### config.mk
export PLATFORM = sky130hd
export DESIGN_NAME = peripheral_mpi_ahb_slave
export DESIGN_NICKNAME = d
export VERILOG_FILES = /design/src/rtl/peripheral_mpi_ahb_slave.sv
export SDC_FILE = /design/constraint.sdc
export NUM_CORES = 1
export LEC_CHECK = 0
export BUFFER_PORTS_ARGS = -buffer_cell sky130_fd_sc_hd__buf_4
export CELL_PAD_IN_SITES_DETAIL_PLACEMENT = 0
export CELL_PAD_IN_SITES_GLOBAL_PLACEMENT = 1
export CORE_UTILIZATION = 31
export CTS_BUF_LIST = sky130_fd_sc_hd__clkbuf_4 sky130_fd_sc_hd__clkbuf_8
export CTS_CLUSTER_DIAMETER = 50
export DETAILED_ROUTE_END_ITERATION = 7
export PLACE_DENSITY = 0.76
export SLEW_MARGIN = 20
export SYNTH_ARGS = -nofsm -noshare
export SYNTH_HDL_FRONTEND = slang
export SYNTH_SLANG_ARGS = --single-unit
### constraint.sdc
create_clock -name clk -period 2.2 [get_ports clk]
set_input_delay 0.22 -clock clk [delete_from_list [all_inputs] [get_ports clk]]
set_output_delay 0.22 -clock clk [all_outputs]
set_load 0.01 [all_outputs]
### src/rtl/peripheral_mpi_ahb_slave.sv
// AHB-Lite slave front end for the MPI message buffer: turns pipelined AHB
// transfers into a single-outstanding en/we/ack/err handshake with wait states.
module peripheral_mpi_ahb_slave #(
  parameter int PLEN    = 32,
  parameter int XLEN    = 32,
  parameter int TIMEOUT = 255
) (
  input  logic            clk,
  input  logic            rst,
  input  logic            biu_hsel_i,
  input  logic [PLEN-1:0] biu_haddr_i,
  input  logic [XLEN-1:0] biu_hwdata_i,
  input  logic            biu_hwrite_i,
  input  logic [2:0]      biu_hsize_i,
  input  logic [2:0]      biu_hburst_i,
  input  logic [3:0]      biu_hprot_i,
  input  logic [1:0]      biu_htrans_i,
  input  logic            biu_hmastlock_i,
  input  logic            biu_hready_i,
  output logic [XLEN-1:0] biu_hrdata_o,
  output logic            biu_hready_o,
  output logic            biu_hresp_o,
  output logic [31:0]     bus_addr,
  output logic            bus_we,
  output logic            bus_en,
  output logic [31:0]     bus_data_in,
  input  logic [31:0]     bus_data_out,
  input  logic            bus_ack,
  input  logic            bus_err
);

  localparam int CW = $clog2(TIMEOUT + 1);

  typedef enum logic [1:0] {IDLE, ACCESS, ERR1, ERR2} state_e;

  state_e          state_q, state_d;
  logic [PLEN-1:0] addr_q, addr_d;
  logic            we_q, we_d;
  logic [CW-1:0]   cnt_q, cnt_d;
  logic [XLEN-1:0] rdata_q, rdata_d;
  logic            hready;
  logic            take_ok;
  logic            rd_pass;

  wire accept = biu_hsel_i & biu_hready_i & biu_htrans_i[1];
  wire legal  = (biu_hsize_i == 3'b010) && (biu_haddr_i[1:0] == 2'b00);

  logic unused_ok;
  assign unused_ok = ^{biu_hburst_i, biu_hprot_i, biu_hmastlock_i, biu_htrans_i[0]};

  always_comb begin
    state_d = state_q;
    addr_d  = addr_q;
    we_d    = we_q;
    cnt_d   = cnt_q;
    rdata_d = rdata_q;
    hready  = 1'b1;
    take_ok = 1'b0;
    rd_pass = 1'b0;
    case (state_q)
      IDLE: take_ok = 1'b1;
      ACCESS: begin
        hready = 1'b0;
        if (bus_err) begin
          state_d = ERR1;
        end else if (bus_ack) begin
          hready  = 1'b1;
          take_ok = 1'b1;
          state_d = IDLE;
          if (!we_q) begin
            rd_pass = 1'b1;
            rdata_d = XLEN'(bus_data_out);
          end
        end else if (cnt_q == CW'(TIMEOUT - 1)) begin
          state_d = ERR1;
        end else if (cnt_q != {CW{1'b1}}) begin
          cnt_d = cnt_q + 1'b1;
        end
      end
      ERR1: begin
        hready  = 1'b0;
        state_d = ERR2;
      end
      ERR2: begin
        take_ok = 1'b1;
        state_d = IDLE;
      end
      default: state_d = IDLE;
    endcase
    // A new address phase may overlap the completing data phase (no bubble).
    if (take_ok && accept) begin
      addr_d = biu_haddr_i;
      we_d   = biu_hwrite_i;
      if (legal) begin
        state_d = ACCESS;
        cnt_d   = '0;
      end else begin
        state_d = ERR1;
      end
    end
  end

  always_ff @(posedge clk or posedge rst) begin
    if (rst) begin
      state_q <= IDLE;
      addr_q  <= '0;
      we_q    <= 1'b0;
      cnt_q   <= '0;
      rdata_q <= '0;
    end else begin
      state_q <= state_d;
      addr_q  <= addr_d;
      we_q    <= we_d;
      cnt_q   <= cnt_d;
      rdata_q <= rdata_d;
    end
  end

  assign biu_hready_o = hready;
  assign biu_hresp_o  = (state_q == ERR1) || (state_q == ERR2);
  assign biu_hrdata_o = rd_pass ? rdata_d : rdata_q;
  assign bus_en       = (state_q == ACCESS);
  assign bus_we       = bus_en & we_q;
  assign bus_addr     = 32'(addr_q);
  assign bus_data_in  = 32'(biu_hwdata_i);

endmodule

Word-level counts from Yosys, hierarchy flattened. Cells that the tools add are included.

Multiply operators: 0. Muxes and demuxes: 26. Magnitude comparators: 0. $add $sub $neg: 1. Shifts and indexed selects: 0. Equal/unequal tests: 7. Bitwise logic cells: 3. Reductions and logical operators: 8. Divide/modulo/power cells: 0.

Operator list (number): $mux W32 (5); $mux W8 (7); $mux W2 (5); $add A8 B1 Y8 const B (1); $eq A8 B8 Y1 const B (1); $ne A8 B8 Y1 const B (1); $mux W1 (6); $pmux W2 S3 (1); $ne A5 B1 Y1 const B (1); $eq A2 B2 Y1 const B (2); $logic_not A2 Y1 (2); $pmux W1 S2 (2); $reduce_bool A4 Y1 (1); $and A1 B1 Y1 (3); $eq A3 B2 Y1 const B (1); $eq A2 B1 Y1 const B (1); $logic_and A1 B1 Y1 (2); $reduce_and A2 Y1 (1); $reduce_or A2 Y1 (1); $logic_or A1 B1 Y1 (1).

Input bits: 116. Register bits: 75. Output and inout port bits: 100. Logic and storage cells: 50. Memory bits (writable): 0. Memory bits (read-only): 0. Memories: 0. Latch bits: 0.

Logic depth before layout (Yosys ltp).
Depth in word-level cells: 8. Mapped depth: 8. Gate-level depth less buffers: 6.

Worst setup path after synthesis. No wires, ideal clock.

Kind: reg2out. From: register state_q[1]. To: output biu_hrdata_o[10]. Arrival time: 1.753 ns. Stages on the path, launching flop included: 7. Setup slack: 0.227 ns. Required time: 1.980 ns. Cell sequence: dfrtp_1 inv_1 ha_1 nand3b_1 nor2_2 buf_2 mux2_2.

Longest elaborated chain between the ends: 3. Elaborated cells between the ends (all ways): 4. Classes of those cells: eq/ne: 1; mux: 3.

RTL lines: start: declaration (line 36) `state_e state_q, state_d;`; start signal: assignment (line 111) `state_q <= state_d;`; $eq A2 B1 Y1 *; named net bus_en (line 25) `output logic bus_en,`; $mux W32 / $mux W1 (equally long branches) (line 60) `case (state_q)`; $mux W32 * (line 121) `assign biu_hrdata_o = rd_pass ? rdata_d : rdata_q;`; end: declaration (line 20) `output logic [XLEN-1:0] biu_hrdata_o,`.

The timed path passes the listed nets; every way through them passes the cells marked *.

Worst setup path in the final report.
From: register state_q[1]. To: output biu_hrdata_o[31].

Longest elaborated chain between the ends: 3. Elaborated cells between the ends (all ways): 4. Classes of those cells: eq/ne: 1; mux: 3.

RTL lines (line): $eq A2 B1 Y1 * (60); $mux W32 / $mux W1 (equally long branches) (60); $mux W32 * (121).

Every way passes the cells marked *; elsewhere a longest branch is shown, timed or not.

==> metrics <==
outcome complete, but fails checks; violated checks DRC, setup timing; row count 39; clock slew at reported path FFs 0.09 ns; Leakage ~2.6 nW; Hold Vio Cnt, Final 0; Ports between 200 and 250; Worst slew margin around 64%; Pre-antenna DRT Iters 6; share of cells above drive strength 1 between 70% and 80%; Max Fclk 0.438 GHz; TritonCTS buffer count 9; Total Nets Final 529; register bit total from synthesis 75; hpwl dp around 5.7 mm; pwr dens around 1300 nW/um2; DR vias ~2600; GPL Wtd Cong 0.754; DR WL/cell ~16 um; Core Area around 12000 um2; Synth cell types 37; Critical path buffers and inverters 4; vias per cell 4.74; CP Launch Type register; fin crit share 104%; Crit. End Element output port; Worst Tran Pin Value between 0.5 and 0.6 ns; Worst Path Arrival 2.06 ns; Worst-Skew Late Latency ~0.35 ns; Crit path required time 1.98 ns; most frequent cells in the layout 124 x buf_4, 75 x dfrtp_1, 67 x mux2_2, 31 x buf_6, 30 x mux2_4; sequential area share after synthesis between 50% and 60%; Ys Warns 0; # setup viols final 32; Net Sw Frac 32.0%; syn_nets roughly 390; largest net degree at the start of global routing 48; CP max FO 8; grt ovf 0; drt first-iter violations 68; unrepaired setup endpoints after global routing true; Max Slew Vio Count 0; hold slack final 0.0953 ns; # port buffers between 100 and 150; post-route minimum period 2.28 ns; final setup margin -0.0833 ns; Crit path max-delay family buffers and inverters; Clock Path Buffers 2; CP max stage delay around 0.4 ns; antenna-violating nets left 0; Setup WS pre-CTS about 0.17 ns; Sink Count 75; CTS tree yes; root buf cell clkbuf_8; first-pass GRT wire length 14.7 mm; switching pwr 2.18 mW; Hold Crit Class input pin to register; die area between 10000 and 15000 um2; Final Skew 0.00758 ns; width of the die 111 um; Reg power frac a little over a third; share of total power in the clock network approximately 14%; P&R area growth vs syn 46.4%; chip height roughly 110 um; Pint 4.65 mW; Max VDD drop ~0.00058 V; worst-path cell with the longest stage delay dfrtp_1; GRT Util Overall approximately 15%; initial antenna violation count 0; drc violations 15; Initial Util ~32%; CTS HTree Levels 3; ANT cells 0; Routed Wire Length about 9 mm; vias in the first global route approximately 3000; critical path type register to output port; logic gate share of total power approximately half; most common cell after layout, fill and taps aside buf_4; cell count after synthesis between 200 and 300; syn_area_per_cell approximately 14 um2; max cap viols 0; Mapped Area between 3000 and 4000 um2; Critical Path, Cell by Cell inv_1, ha_2, nand3b_1, nor2_4, buf_12, buf_16, mux2_2, buf_4
==> sequential cells by signal, summed over array words and instances (netlist names) <==
register,flops
bus_addr,32
rdata_q,32
cnt_q,8
state_q,2
we_q,1
==> power groups by stage <==
stage / registers (mW) / logic [mW] / clock network [mW]
2_1_floorplan: 2.46 / 1.51 / 0
3_3_place_gp: 2.36 / 2.86 / 0
3_5_place_dp: 2.39 / 2.92 / 0
4_1_cts: 2.37 / 3.45 / 1.04
5_1_grt: 2.46 / 3.70 / 1.10
6_report: 2.37 / 3.46 / 0.993
==> final timing paths <==
path | slack (ns) | endpoint | from | depth (start not counted)
worst min register to register | 0.51 | bus_addr[31]$_DFFE_PP0P_ | bus_addr[31]$_DFFE_PP0P_ | 1
min in group asynchronous | 0.45 | rdata_q[5]$_DFF_PP0_ | rst | 3
worst min-delay path | 0.1 | we_q$_DFFE_PP0P_ | biu_hwrite_i | 2
max in group asynchronous | 1.11 | rdata_q[29]$_DFF_PP0_ | rst | 4
worst max register to register | 0.04 | rdata_q[9]$_DFF_PP0_ | state_q[1]$_DFFE_PP0P_ | 10
worst max-delay path | -0.08 | biu_hrdata_o[31] | state_q[1]$_DFFE_PP0P_ | 8
==> cell families after synthesis <==
group / Yosys count / synth area share, %
xor+xnor: 4 / 0.943
fa+ha+maj: 5 / 1.68
simple gates: 25 / 5.02
mux: 97 / 29.4
buf+inv: 48 / 8.42
flops: 75 / 50.5
compound gates: 19 / 4.04
==> final cells by class <==
cell class	instances	area [um2]
clock buffers	9	124
clock inverters	7	58.8
fillers	1068	6120
inverters	6	23.8
multi-input cells	150	1650
flip-flops and latches	75	1880
well taps	143	179
repair buffers	166	1530
==> metrics by stage <==
| step | instances | setup TNS (ns) | power [mW] | cell area [um2] | util [%] |
|---|---|---|---|---|---|
| floorplan | 273 | 0 | 3.97 | 3720 | - |
| global placement | 523 | 0 | 5.22 | 4770 | 41.2 |
| detailed placement | 523 | 0 | 5.31 | 4770 | 41.2 |
| CTS | 554 | -3.71 | 6.86 | 5400 | 46.7 |
| global route | 556 | -4.16 | 7.27 | 5440 | 47.1 |
| finish | 556 | -1.52 | 6.83 | 5440 | 47.1 |
==> cells in the mapped netlist <==
master	count	area [um2]
nand3b_1	1	7.51
o2111ai_4	1	26.3
and4_2	2	20.0
xor2_1	3	26.3
a31o_2	1	8.76
nor4_4	1	21.3
nand4_1	3	18.8
a21o_1	1	7.51
nand2b_1	1	6.26
mux2_2	97	1090
dfrtp_1	75	1880
nor3_1	2	10.0
a21oi_1	7	35.0
nand2_1	3	11.3
xnor2_1	1	8.76
a21boi_0	2	15.0
and2_1	2	12.5
o21ai_0	1	5.00
or2_2	1	6.26
a221o_1	1	10.0
nand3_1	2	10.0
a311oi_1	1	8.76
a211oi_1	1	7.51
ha_1	5	62.6
nor2_2	1	6.26
o2bb2ai_1	1	8.76
and3_4	1	11.3
a21o_2	1	8.76
buf_2	10	50.1
nand4b_1	1	8.76
or4b_4	1	13.8
nor3b_2	1	12.5
buf_4	32	240
a41oi_1	1	8.76
inv_1	6	22.5
nor2_1	1	3.75
or3_1	1	6.26
==> per-layer routing <==
| layer | track usage, % | part of all wire, % | vias to the layer above |
|---|---|---|---|
| met5 | 0 | 0 | - |
| met3 | 4.52 | 7.2 | 20 |
| li1 | - | - | 1213 |
| met1 | 16.6 | 38 | 1299 |
| met4 | 7.93 | 2.0 | 0 |
| met2 | 26.5 | 53 | 102 |
==> what timing repair did <==
item / in CTS / in global routing
pin swaps: 2 / 2
gates resized for setup: 60 / 6
endpoints found under the setup margin: 32 / 35
hold endpoints to repair: 28 / 0
hold buffers: 1 / 0
gates cloned: 5 / 0
buffers inserted: 9 / 2
No activity file was read; power rests on OpenSTA's default activity.
